==> src/rtl/fifo_pkg.sv <==
// Shared definitions for the FIFO drain path: packer FSM states and
// a helper that sizes the packed-word lane count.
package fifo_pkg;

  // Packer FSM: FILL gathers lanes from the FIFO, HOLD presents a packed word.
  typedef enum logic {
    FILL = 1'b0,
    HOLD = 1'b1
  } pack_state_e;

  // Width needed to express a lane count of 0..ratio.
  function automatic int count_width(input int ratio);
    return $clog2(ratio + 1);
  endfunction

endpackage

==> src/rtl/fifo_packer.sv <==
// Drains narrow words from a show-ahead FIFO and packs RATIO of them into one
// wide word, lane 0 in the LSBs. A flush emits a partially filled word; unused
// lanes read 0.
//
// Handshake: out_data/out_count are valid while out_valid is high and stay
// stable until the edge where out_valid && out_ready, which transfers the word.
// pop_enable is a combinational request; the FIFO head is consumed on every
// rising edge where pop_enable is high.
module fifo_packer
  import fifo_pkg::*;
#(
  parameter int WIDTH = 2,
  parameter int DEPTH = 4,
  parameter int RATIO = 4
) (
  input  logic                                clk,
  input  logic                                rst_n,
  input  logic [$clog2(DEPTH):0]              item_count,
  input  logic [WIDTH-1:0]                    pop_data,
  output logic                                pop_enable,
  input  logic                                flush,
  output logic [WIDTH*RATIO-1:0]              out_data,
  output logic [count_width(RATIO)-1:0]       out_count,
  output logic                                out_valid,
  input  logic                                out_ready
);

  localparam int CW = count_width(RATIO);
  localparam int LW = $clog2(RATIO);

  pack_state_e   state;
  logic [LW-1:0] lane;

  // Pop whenever filling and the FIFO has data; never while in reset.
  always_comb begin
    pop_enable = rst_n && (state == FILL) && (item_count != '0);
  end

  // Lane gathering, word completion / flush, and the output handshake.
  always_ff @(posedge clk or negedge rst_n) begin
    if (!rst_n) begin
      state     <= FILL;
      lane      <= '0;
      out_data  <= '0;
      out_count <= '0;
      out_valid <= 1'b0;
    end else begin
      case (state)
        FILL: begin
          if (pop_enable) begin
            for (int i = 0; i < RATIO; i++) begin
              if (lane == LW'(i)) begin
                out_data[i*WIDTH +: WIDTH] <= pop_data;
              end
            end
          end
          // A completing pop wins over a simultaneous flush: full word.
          if (pop_enable && (lane == LW'(RATIO - 1))) begin
            state     <= HOLD;
            out_valid <= 1'b1;
            out_count <= CW'(RATIO);
          end else if (flush && ((lane != '0) || pop_enable)) begin
            state     <= HOLD;
            out_valid <= 1'b1;
            out_count <= CW'(lane) + CW'(pop_enable);
          end else if (pop_enable) begin
            lane <= lane + 1'b1;
          end
        end
        HOLD: begin
          // Word accepted: clear lanes so a later partial word reads 0 above its fill.
          if (out_ready) begin
            state     <= FILL;
            lane      <= '0;
            out_data  <= '0;
            out_count <= '0;
            out_valid <= 1'b0;
          end
        end
        default: begin
          state <= FILL;
        end
      endcase
    end
  end

endmodule

==> config.mk <==
export PLATFORM = sky130hd
export DESIGN_NAME = fifo_packer
export DESIGN_NICKNAME = d
export VERILOG_FILES = /design/src/rtl/fifo_pkg.sv /design/src/rtl/fifo_packer.sv
export SDC_FILE = /design/constraint.sdc
export NUM_CORES = 1
export LEC_CHECK = 0
export ABC_AREA = 0
export BUFFER_PORTS_ARGS = -buffer_cell sky130_fd_sc_hd__buf_2
export CAP_MARGIN = 20
export CELL_PAD_IN_SITES_DETAIL_PLACEMENT = 1
export CELL_PAD_IN_SITES_GLOBAL_PLACEMENT = 1
export CORE_MARGIN = 5
export CORE_UTILIZATION = 35
export DETAILED_ROUTE_END_ITERATION = 10
export PLACE_DENSITY = 0.74
export SYNTH_ARGS = -nofsm -noshare
export SYNTH_HDL_FRONTEND = slang
export SYNTH_SLANG_ARGS = --single-unit
==> constraint.sdc <==
create_clock -name clk -period 1.5 [get_ports clk]
set_clock_uncertainty 0.05 [all_clocks]
set_input_delay 0.3 -clock clk [delete_from_list [all_inputs] [get_ports clk]]
set_output_delay 0.3 -clock clk [all_outputs]
set_load 0.005 [all_outputs]
== Yosys cells after proc, flatten, opt, wreduce, memory -nomap -nowiden ==
Index checks and enable logic that the tools add are counted.
Cells by class
  $add $sub $neg: 2
  equal/unequal tests: 12
  multiplexer cells: 24
  bitwise operators: 1
  reduce and logical (&&, ||, !) cells: 14
Operators by type and width (count)
  2-bit two-way mux: 8
  8-bit two-way mux: 2
  8-bit case mux with 2 select lines: 1
  3-bit AND reduction: 4
  3-bit two-way mux: 3
  2-bit by 1-bit != test with 1-bit output, second input constant: 4
  2-bit != test, second input constant: 4
  1-bit two-way mux: 6
  3-bit case mux with 2 select lines: 1
  2-bit == test, second input constant: 2
  1-bit logical AND: 4
  1-bit case mux with 2 select lines: 2
  2-bit case mux with 2 select lines: 1
  4-bit AND reduction: 1
  2-bit by 1-bit adder with 3-bit output: 1
  3-bit by 1-bit != test with 1-bit output, second input constant: 1
  3-bit nonzero test: 1
  2-bit by 1-bit adder with 2-bit output, second input constant: 1
  2-bit by 1-bit == test with 1-bit output, second input constant: 1
  2-bit zero test: 1
  2-bit AND reduction: 1
  2-bit nonzero test: 1
  1-bit logical OR: 1
  1-bit NOT: 1
Word-level totals
  bits in registers: 15
  input port bits: 9
  output and inout bits: 13
  word-level logic and storage cells: 61

== Longest topological paths before layout ==
  depth after elaboration: 8
  mapped depth: 6
  gate-level depth less buffers: 5

== Least setup slack after synthesis ==
OpenSTA, ideal clock, no wires.
  kind: reg2reg
  start: reg lane[0]
  end: reg lane[0]
  library setup time: 125 ps
  arrival: 1399 ps
  required time: 1325 ps
  setup slack: -74 ps
  cell stages (with the launch flop): 6
  buffers on the path: 0
  clock period less this slack: 1574 ps
  cells stage by stage: dfrtp_1 > inv_1 > ha_1 > a21oi_4 > nor3_4 > mux2_4
On the way
  longest elaborated chain between the ends: 5
  elaborated cells on any way between the ends: 13
  those cells by class: add/sub: 1; eq/ne: 3; mux: 4; reduce/logical: 5
Ends and longest elaborated chain
  start, declared: RTL line fifo_packer.sv:32  | logic [LW-1:0] lane;
  start signal, assigned: RTL line fifo_packer.sv:67  | lane <= lane + 1'b1;
  2-bit by 1-bit adder with 2-bit output or 2-bit nonzero test (tied branches): RTL line fifo_packer.sv:67, fifo_packer.sv:62
  2-bit two-way mux or 1-bit logical OR (tied branches): RTL line fifo_packer.sv:66, fifo_packer.sv:62
  2-bit two-way mux or 1-bit logical AND (tied branches): RTL line fifo_packer.sv:62  | end else if (flush && ((lane != '0) || pop_enable)) begin
  2-bit two-way mux or 2-bit != test (tied branches)
  2-bit case mux with 2 select lines or 4-bit AND reduction (tied branches)
Parallel ways exist; a longest one is shown, timed or not. The select of a mux whose other input is x is not followed.
A chain may end at the register's enable or synchronous reset.

== Worst setup path after layout ==
  start: reg lane[0]
  end: reg out_data[6]
On the way
  longest elaborated chain between the ends: 3
Ends and longest elaborated chain
  2-bit == test: RTL line fifo_packer.sv:52  | if (lane == LW'(i)) begin
  2-bit by 1-bit != test with 1-bit output (no source line)
  3-bit AND reduction (no source line)
  end signal, assigned by index: RTL line fifo_packer.sv:53  | out_data[i*WIDTH +: WIDTH] <= pop_data;
  end, declared: RTL line fifo_packer.sv:22  | output logic [WIDTH*RATIO-1:0] out_data,
No other way between the ends.

==> impl_metrics.ini <==
[global_route]
grt_util_all_layers = 0.185
grt_pass1_wl_um = 4850
gr-total-overflow = 0
antenna_found_initial = 0
grt_pass1_vias = 983
grt_max_degree = 16

[logic_synthesis]
synth_top_area_frac = 0.438
yosysSeqAreaShare = 0.438
syn_area_per_cell_sq_um = 10.3
yosys.area.top_type = dfrtp_1
synth_seq_cells = 15
synth.area.top_cells = dfrtp_1 44%, ha_1 7.3%, o21ai_0 5.3%, nor2b_1 5.1%, nand2_1 4.8%
syn_area_sq_um = 857
yosys.cell_types.count = 26
synthCells = 83
syn_nets = 97
yosysWarnings = 0

[detailed_routing]
first_pass_iters = 4
via_per_inst = 5.06
postRouteAntennaNets = 0
routedWlPerCell_um = 17.2
drt_iter0_drc = 13
drc_errors = 0
drt_wl_total_um = 2800
vias = 824

[timing]
min_period_ns = 1.58
fin_setup_tns_ns = -0.183
max_slew_margin = 0.784
period_share = 1.06
timing.final.ws_setup_ns = -0.0840
finalHoldViolCount = 0
worst_slew_pin_slew_ns = 0.323
setup_violations = 7
rsz0062_at_grt = true
max_clock_freq_mhz = 631
slew_violations = 0

[worst_setup_path]
crit_arrival_ns = 1.72
crit_fanout = 4
rr_worst_depth = 5
startpoint = lane[0]$_DFFE_PN0P_
crit_path_start_kind = flop
r2r-start = lane[0]$_DFFE_PN0P_
r2r_end = out_data[6]$_DFFE_PN0P_
critical_path_class = flop to flop
critical_path_required_ns = 1.63
crit_path_end = out_data[6]$_DFFE_PN0P_
worst_setup_path_end_kind = flop
r2r_slack_ns = -0.08

[clocking]
cts_tree = built
cts_buffer_depth = 2
root_buffer = clkbuf_4
htree_levels = 1
numCtsBuffers = 3
cts.sinks = 15
worstSkewPairLatency_ns = 0.29
clk_pin_slew_ns = 0.10

[place]
dpl.hpwl_um = 2090
port_buffers = 21
gp_congestion = 0.809
placed_area_sq_um = 1140

[flow_run]
max_cap_viol_count = 0

[run_status]
violations = negative setup slack
status = finished with violations

[floorplanning]
die_w_um = 59.5
initial_core_util = 0.356
ios = 22
num_rows = 18
die_area_sq_um = 3540
core_sq_um = 2410
dieHeight_um = 59.5

[hold_path]
hp-class = input pin to flop

[finish]
diodes = 0
layout-drive-gt1-share = 0.504
post-route-cell-area_sq_um = 1280
area_growth_pct = 49.5
nNetsFinal = 148

[pwr]
power_density_nw_per_um2 = 1950
power_leakage_nw = 0.627
ir_worst_vdd_mv = 0.907
## cell usage in the layout (no fill, tap or decap), types with 2 or more instances in the layout
cell,instances
clkbuf_4,3
a31oi_1,6
nand2_1,11
mux2i_1,3
buf_2,21
nor2b_1,7
dfrtp_1,15
ha_1,3
a21oi_2,2
o21ai_1,3
buf_6,4
buf_4,22
nor2_1,3
inv_2,2
o21ai_0,6
## area by class of cell
| class | instances | area, sq um |
|---|---|---|
| Multi-Input combinational cell | 63 | 505 |
| Sequential cell | 15 | 375 |
| Clock buffer | 4 | 26.3 |
| Timing Repair Buffer | 48 | 325 |
| Inverter | 3 | 11.3 |
| Fill cell | 281 | 1130 |
| Tap cell | 30 | 37.5 |
## logic make-up after synthesis
logic type / Yosys count / share of synthesized area
and+or+nand+nor: 29 / 0.193
AOI/OAI and AO/OA: 24 / 0.209
DFF: 15 / 0.438
buffers and inverters: 5 / 0.0233
muxes: 5 / 0.0642
adders and majority gates: 5 / 0.0730
## worst max-delay path, cell delays in order, from the launching register on
cell     delay (ns)
dfrtp_1        0.44
ha_2           0.22
nor3b_4        0.33
buf_6          0.16
mux2i_2        0.20
o21ai_1        0.08
## stage by stage
stage / setup WS, ns / utilization / power (mW) / hold slack (ns) / cells
2_1_floorplan: -0.0365 / - / 1.41 / -0.0456 / 83
3_3_place_gp: -0.123 / 0.472 / 1.94 / 0.261 / 150
3_5_place_dp: -0.162 / 0.472 / 2.03 / 0.263 / 150
4_1_cts: -0.0132 / 0.523 / 2.44 / 0.270 / 162
5_1_grt: -0.138 / 0.532 / 2.70 / 0.300 / 163
6_report: -0.0840 / 0.532 / 2.50 / 0.281 / 163
## sequential cells by signal (all words and copies together), names as in the netlist
register and count:
out_data 8, out_count 3, lane 2, out_valid 1
state 1
## repair_timing
action / 4_1_cts / 5_1_grt
hold endpoints to repair: 15 / 0
gates resized for setup: 10 / 7
buffers inserted: 7 / 1
hold buffers: 1 / 0
pin swaps: 3 / 4
endpoints found under the setup margin: 7 / 15
## worst min-delay path by stage
stage,depth (start not counted),start,slack (ns),end
floorplan,0,rst_n,-0.05,lane[0]$_DFFE_PN0P_
finish,3,out_ready,0.28,out_count[1]$_DFFE_PN0P_
global placement,2,rst_n,0.26,out_data[5]$_DFFE_PN0P_
global route,3,out_ready,0.30,out_count[1]$_DFFE_PN0P_
CTS,3,out_ready,0.27,out_count[1]$_DFFE_PN0P_
detailed placement,2,rst_n,0.26,out_data[4]$_DFFE_PN0P_
## where the power goes
| group | switching [mW] | internal (mW) |
|---|---|---|
| registers | 0.127 | 0.579 |
| clock network | 0.144 | 0.104 |
| logic | 0.710 | 0.833 |
| total | 0.981 | 1.52 |
## per-layer routing
layer	routed length, um	vias to the layer above	global-route usage
li1	-	391	-
met1	1230	411	0.218
met2	1420	20	0.339
met3	129	2	0.0327
met4	25	0	0.0485
met5	0	-	0
## Yosys cell counts
cell type	count
dfrtp_1	15
nand2_1	11
o21ai_0	9
nor2b_1	7
a31oi_1	6
ha_1	5
mux2i_1	4
nor2_1	4
inv_1	3
a21oi_1	2
nand2b_1	2
a211o_1	1
a211o_2	1
a21o_1	1
a21oi_4	1
buf_2	1
clkbuf_1	1
mux2_4	1
nor3_1	1
nor3_4	1
nor3b_4	1
o21a_4	1
o31ai_1	1
o31ai_4	1
or2_1	1
or3_1	1
Power figures use the tool's default switching activity.
